<file path="src/rtl/ram_arbiter.sv">
// Two-port load/store arbiter and sequencer in front of a four-lane byte-enable data RAM.
// Define RAM_ARB_RR_EN for round-robin tie breaking; otherwise port 0 has fixed priority.
module ram_arbiter (
    input  logic        clk,
    input  logic        rst,
    input  logic        m0_req,
    input  logic        m0_we,
    input  logic [1:0]  m0_size,
    input  logic [31:0] m0_addr,
    input  logic [31:0] m0_wdata,
    input  logic        m1_req,
    input  logic        m1_we,
    input  logic [1:0]  m1_size,
    input  logic [31:0] m1_addr,
    input  logic [31:0] m1_wdata,
    output logic        m0_ack,
    output logic        m0_err,
    output logic [31:0] m0_rdata,
    output logic        m1_ack,
    output logic        m1_err,
    output logic [31:0] m1_rdata,
    output logic [3:0]  ram_wen,
    output logic [31:0] ram_w_addr,
    output logic [31:0] ram_r_addr,
    output logic [31:0] ram_w_data,
    output logic        ram_ren,
    input  logic [31:0] ram_r_data
);

    typedef enum logic [1:0] {IDLE, WR, RD, RESP} state_t;

    state_t      state;
    logic        last_grant;
    logic        grant_q;
    logic        we_q;
    logic        err_q;
    logic [1:0]  size_q;
    logic [1:0]  offset_q;

    logic        sel;
    logic        sel_we;
    logic [1:0]  sel_size;
    logic [31:0] sel_addr;
    logic [31:0] sel_wdata;
    logic [31:0] resp_data;

    function automatic logic is_misaligned(input logic [1:0] size, input logic [1:0] a);
        case (size)
            2'd0:    return 1'b0;
            2'd1:    return a[0];
            default: return a != 2'd0;
        endcase
    endfunction

    function automatic logic [3:0] lane_enables(input logic [1:0] size, input logic [1:0] a);
        case (size)
            2'd0:    return 4'b0001 << a;
            2'd1:    return 4'b0011 << {a[1], 1'b0};
            default: return 4'b1111;
        endcase
    endfunction

    function automatic logic [31:0] lane_data(input logic [1:0] size, input logic [31:0] d);
        case (size)
            2'd0:    return {4{d[7:0]}};
            2'd1:    return {2{d[15:0]}};
            default: return d;
        endcase
    endfunction

    function automatic logic [31:0] align_read(input logic [31:0] word, input logic [1:0] size,
                                               input logic [1:0] a);
        logic [31:0] shifted;
        shifted = word >> {a, 3'b000};
        case (size)
            2'd0:    return {24'd0, shifted[7:0]};
            2'd1:    return {16'd0, shifted[15:0]};
            default: return shifted;
        endcase
    endfunction

    // Winner selection; with nobody requesting sel is ignored and simply parks on last_grant.
    always_comb begin
        sel = last_grant;
`ifdef RAM_ARB_RR_EN
        if (m0_req && m1_req)
            sel = ~last_grant;
        else if (m0_req || m1_req)
            sel = m1_req;
`else
        if (m0_req)
            sel = 1'b0;
        else if (m1_req)
            sel = 1'b1;
`endif
    end

    assign sel_we    = sel ? m1_we    : m0_we;
    assign sel_size  = sel ? m1_size  : m0_size;
    assign sel_addr  = sel ? m1_addr  : m0_addr;
    assign sel_wdata = sel ? m1_wdata : m0_wdata;

    // RAM read data only becomes valid in RESP, so load data is steered combinationally there.
    assign resp_data = (state == RESP && !err_q && !we_q)
                       ? align_read(ram_r_data, size_q, offset_q) : 32'd0;
    assign m0_rdata  = grant_q ? 32'd0 : resp_data;
    assign m1_rdata  = grant_q ? resp_data : 32'd0;

    always_ff @(posedge clk) begin
        if (rst) begin
            state      <= IDLE;
            last_grant <= 1'b1;
            grant_q    <= 1'b0;
            we_q       <= 1'b0;
            err_q      <= 1'b0;
            size_q     <= 2'd0;
            offset_q   <= 2'd0;
            m0_ack     <= 1'b0;
            m0_err     <= 1'b0;
            m1_ack     <= 1'b0;
            m1_err     <= 1'b0;
            ram_wen    <= 4'd0;
            ram_ren    <= 1'b0;
            ram_w_addr <= 32'd0;
            ram_r_addr <= 32'd0;
            ram_w_data <= 32'd0;
        end else begin
            m0_ack     <= 1'b0;
            m0_err     <= 1'b0;
            m1_ack     <= 1'b0;
            m1_err     <= 1'b0;
            ram_wen    <= 4'd0;
            ram_ren    <= 1'b0;
            ram_w_addr <= 32'd0;
            ram_r_addr <= 32'd0;
            ram_w_data <= 32'd0;
            case (state)
                IDLE: begin
                    if (m0_req || m1_req) begin
                        last_grant <= sel;
                        grant_q    <= sel;
                        we_q       <= sel_we;
                        size_q     <= sel_size;
                        offset_q   <= sel_addr[1:0];
                        err_q      <= is_misaligned(sel_size, sel_addr[1:0]);
                        if (is_misaligned(sel_size, sel_addr[1:0])) begin
                            state  <= RESP;
                            m0_ack <= ~sel;
                            m0_err <= ~sel;
                            m1_ack <= sel;
                            m1_err <= sel;
                        end else if (sel_we) begin
                            state      <= WR;
                            ram_wen    <= lane_enables(sel_size, sel_addr[1:0]);
                            ram_w_addr <= {sel_addr[31:2], 2'b00};
                            ram_w_data <= lane_data(sel_size, sel_wdata);
                            m0_ack     <= ~sel;
                            m1_ack     <= sel;
                        end else begin
                            state      <= RD;
                            ram_ren    <= 1'b1;
                            ram_r_addr <= {sel_addr[31:2], 2'b00};
                        end
                    end
                end
                WR: state <= IDLE;
                RD: begin
                    state  <= RESP;
                    m0_ack <= ~grant_q;
                    m1_ack <= grant_q;
                end
                RESP: state <= IDLE;
                default: state <= IDLE;
            endcase
        end
    end

endmodule

</file>
<file path="config.mk">
export PLATFORM = sky130hd
export DESIGN_NAME = ram_arbiter
export DESIGN_NICKNAME = d
export VERILOG_FILES = /design/src/rtl/ram_arbiter.sv
export SDC_FILE = /design/constraint.sdc
export NUM_CORES = 1
export LEC_CHECK = 0
export BUFFER_PORTS_ARGS = -buffer_cell sky130_fd_sc_hd__buf_2
export CAP_MARGIN = 20
export CELL_PAD_IN_SITES_DETAIL_PLACEMENT = 1
export CELL_PAD_IN_SITES_GLOBAL_PLACEMENT = 1
export CORE_MARGIN = 2
export CORE_UTILIZATION = 29
export DETAILED_ROUTE_END_ITERATION = 12
export GPL_ROUTABILITY_DRIVEN = 1
export MAX_ROUTING_LAYER = met4
export PLACE_DENSITY_LB_ADDON = 0.1
export SLEW_MARGIN = 20
export SYNTH_ARGS = -nofsm -noshare
export SYNTH_HDL_FRONTEND = slang
export SYNTH_SLANG_ARGS = --single-unit
export TNS_END_PERCENT = 20
</file>
<file path="constraint.sdc">
create_clock -name clk -period 2.4 [get_ports clk]
set_input_delay 0.12 -clock clk [delete_from_list [all_inputs] [get_ports clk]]
set_output_delay 0.12 -clock clk [all_outputs]
set_load 0.02 [all_outputs]
</file>
==> flow_summary.yaml <==
synthesis:
  synth-edff-count: 0
  syn_inst: 668
  synth_seq_cells: 111
  ys_seq_area_share_pct: 41.05
  ys.warnings.count: 0
  avgSynthCellArea_um2: 8.103
  ys_top_cells_by_area: "dfxtp_1 (41%), nand2_1 (9.4%), and2_1 (8.9%)"
  syn_area_mm2: 0.005413
  synth_commonest_cells: "nand2_1 (135), dfxtp_1 (111), nor2_1 (84), and2_1 (77), a21oi_1 (45)"
  synth_top_area_cell: "dfxtp_1"
  synth.distinct_cells: 37
  async_reset_ff_share_pct: 0
  yosysMostFrequentCell: "nand2_1"
  yosysTopAreaCellShare_pct: 41.05
  synth_top_flop_cell: "dfxtp_1"
cells_and_area:
  fill_cells: 2349
  drive_gt1_share_pct: 40.90
  nNetsFinal: 1148
  area_growth_pct: 40.94
  fin_area_mm2: 0.007629
clock_tree:
  cts.sinks: 111
  cts-htree-levels: 3
  clockRootBuffer: "clkbuf_16"
  insertion_delay_ps: 370
  cts_tree: "built"
  cts_max_path_buffers: 2
  clkTransAtPathRegs_ps: 80
  cts-hold-fix-buffers: 0
  numCtsBuffers: 9
placement:
  dpl.hpwl_um: 15970
  dpl_cell_area_mm2: 0.007308
  gp_congestion: 0.7924
  portBuffers: 334
global_routing:
  grt_pass1_wl_um: 32220
  grt_use_total_pct: 21.42
  antenna_found_initial: 3
  grt-ovfl-total: 0
  grt_pass1_vias: 5866
  grt_max_degree: 40
timing:
  rsz0062_at_grt: "false"
  min_period_ps: 2220
  hold_violations: 0
  tns_ps: 0
  finalCritPeriodShare_pct: 92.50
  report.final.slew_viol_count: 0
  relSlewSlack_pct: 60.07
  worst_pin_slew_ps: 598.9
  finalSetupViolCount: 0
  fmax_mhz: 450.5
  fin_skew_ps: 15.60
routing:
  wl_met3_um: 1524
  post-route-drc-count: 0
  dr.pass1.iters: 4
  routed_wl_um: 21050
  via_per_inst: 4.753
  ant_nets: 0
  met1_length_um: 8550
  wl_per_cell_um: 17.33
  first_iter_violations: 147
  dr.max_layer_used: "met4"
  via_count: 5775
  met2WireLength_um: 10600
worst_hold_path:
  whs_path_depth: 3
  hold_class: "input port to flop"
floorplanning:
  die_width_um: 140.6
  core_mm2: 0.01815
  start_util_pct: 29.83
  die-area_mm2: 0.01977
  ios: 339
  chipHeight_um: 140.6
  rows: 49
critical_path:
  ff2ff_path_depth: 5
  worst_ep_required_time_ps: 2280
  start_kind: "flop"
  critical_path_arrival_ps: 2100
  path_max_fanout: 11
  end_kind: "output port"
  crit_type: "flop to output port"
power_and_ir_drop:
  power_density_mw_per_mm2: 602.3
  vdd_drop_max_mv: 0.3489
  leakage_nw: 3.894
flow_run:
  maxCapViolations: 0
outcome:
  status: "finished, final reports clean"
## metal layers
| layer | track usage [%] | vias up |
|---|---|---|
| met3 | 5.673 | 23 |
| met1 | 24.30 | 2707 |
| li1 | - | 2841 |
| met2 | 37.15 | 204 |
| met5 | - | - |
| met4 | 6.368 | 0 |
## power breakdown
group | leakage [nW] | internal (mW) | switching, mW
sequential | 0.899 | 1.92 | 0.0489
clock | 0.149 | 0.741 | 0.777
combinational | 2.85 | 0.432 | 0.675
## path summary, 6_finish.rpt
| check | start | endpoint | slack, ps |
|---|---|---|---|
| max | state[1] | m1_rdata[13] | 180 |
| min | m1_wdata[17] | ram_w_data[17] | 20 |
| max reg2reg | last_grant | ram_w_data[26] | 520 |
| min reg2reg | err_q | err_q | 480 |
## placed cells by master, fill, tap and decap left out, drive strengths merged
cell	count
dfxtp	111
o32ai	2
clkbuf	9
nor4	8
and4bb	1
a311oi	19
a21oi	45
diode	3
conb	4
nand2	135
nor2b	12
o2bb2ai	8
nand4b	3
or3	1
nor3	2
a211oi	1
o21a	2
inv	6
nand2b	1
nor2	84
o21ai	5
o211ai	9
nor3b	16
and2	77
o22ai	1
o21bai	1
mux2	18
o21ba	1
a21o	2
and3	2
mux2i	39
or2	1
buf	352
clkinv	4
or4b	1
## critical path, stage by stage (launching register included)
cell and delay, ps:
dfxtp_1 470, and4bb_2 450, o21a_1 370, nand2_1 170, nor2_1 110, buf_2 170
## final cells by class
class                      count  area (um2)  area share [%]
multi-input combinational    501        2984           39.12
sequential                   111        2222           29.13
timing repair buffer         352        1819           23.85
tap                          229       286.5           3.756
clock buffer                   9       225.2           2.952
clock inverter                 7       72.57          0.9513
inverter                       3       11.26          0.1476
antenna                        3       7.507         0.09841
## stage by stage
stage | std cells | worst slack (ps) | hold slack, ps | power, mW | util [%]
2_1_floorplan | 671 | 532.3 | 270.3 | 2.694 | -
3_3_place_gp | 1196 | 415.8 | 394.0 | 3.127 | 40.27
3_5_place_dp | 1196 | 354.5 | 395.9 | 3.133 | 40.27
4_1_cts | 1212 | 26.90 | 7.794 | 4.673 | 41.93
5_1_grt | 1215 | 1.577 | 16.45 | 4.864 | 42.04
6_report | 1215 | 180.1 | 22.90 | 4.595 | 42.04
## kinds of logic after synthesis
logic type,count (synthesis),synth area share (%)
buffers and inverters,59,4.901
AO/OA/AOI/OAI,96,11.77
flip-flops,111,41.05
AND/OR/NAND/NOR,344,31.25
multiplexers,57,10.96
other,1,0.06928
## sequential cells by signal (all words and copies together) (netlist names)
name        flops
err_q           1
we_q            1
last_grant      1
ram_w_addr     30
m0_err          1
ram_ren         1
ram_w_data     32
offset_q        2
size_q          2
state           2
m1_err          1
m1_ack          1
ram_r_addr     30
m0_ack          1
ram_wen         4
grant_q         1
## what timing repair did
| item | CTS | global route |
|---|---|---|
| gates resized for setup | 1 | 3 |
| endpoints found under the setup margin | 8 | 11 |
| setup buffers | 0 | 0 |
(Power assumes the default switching activity.)
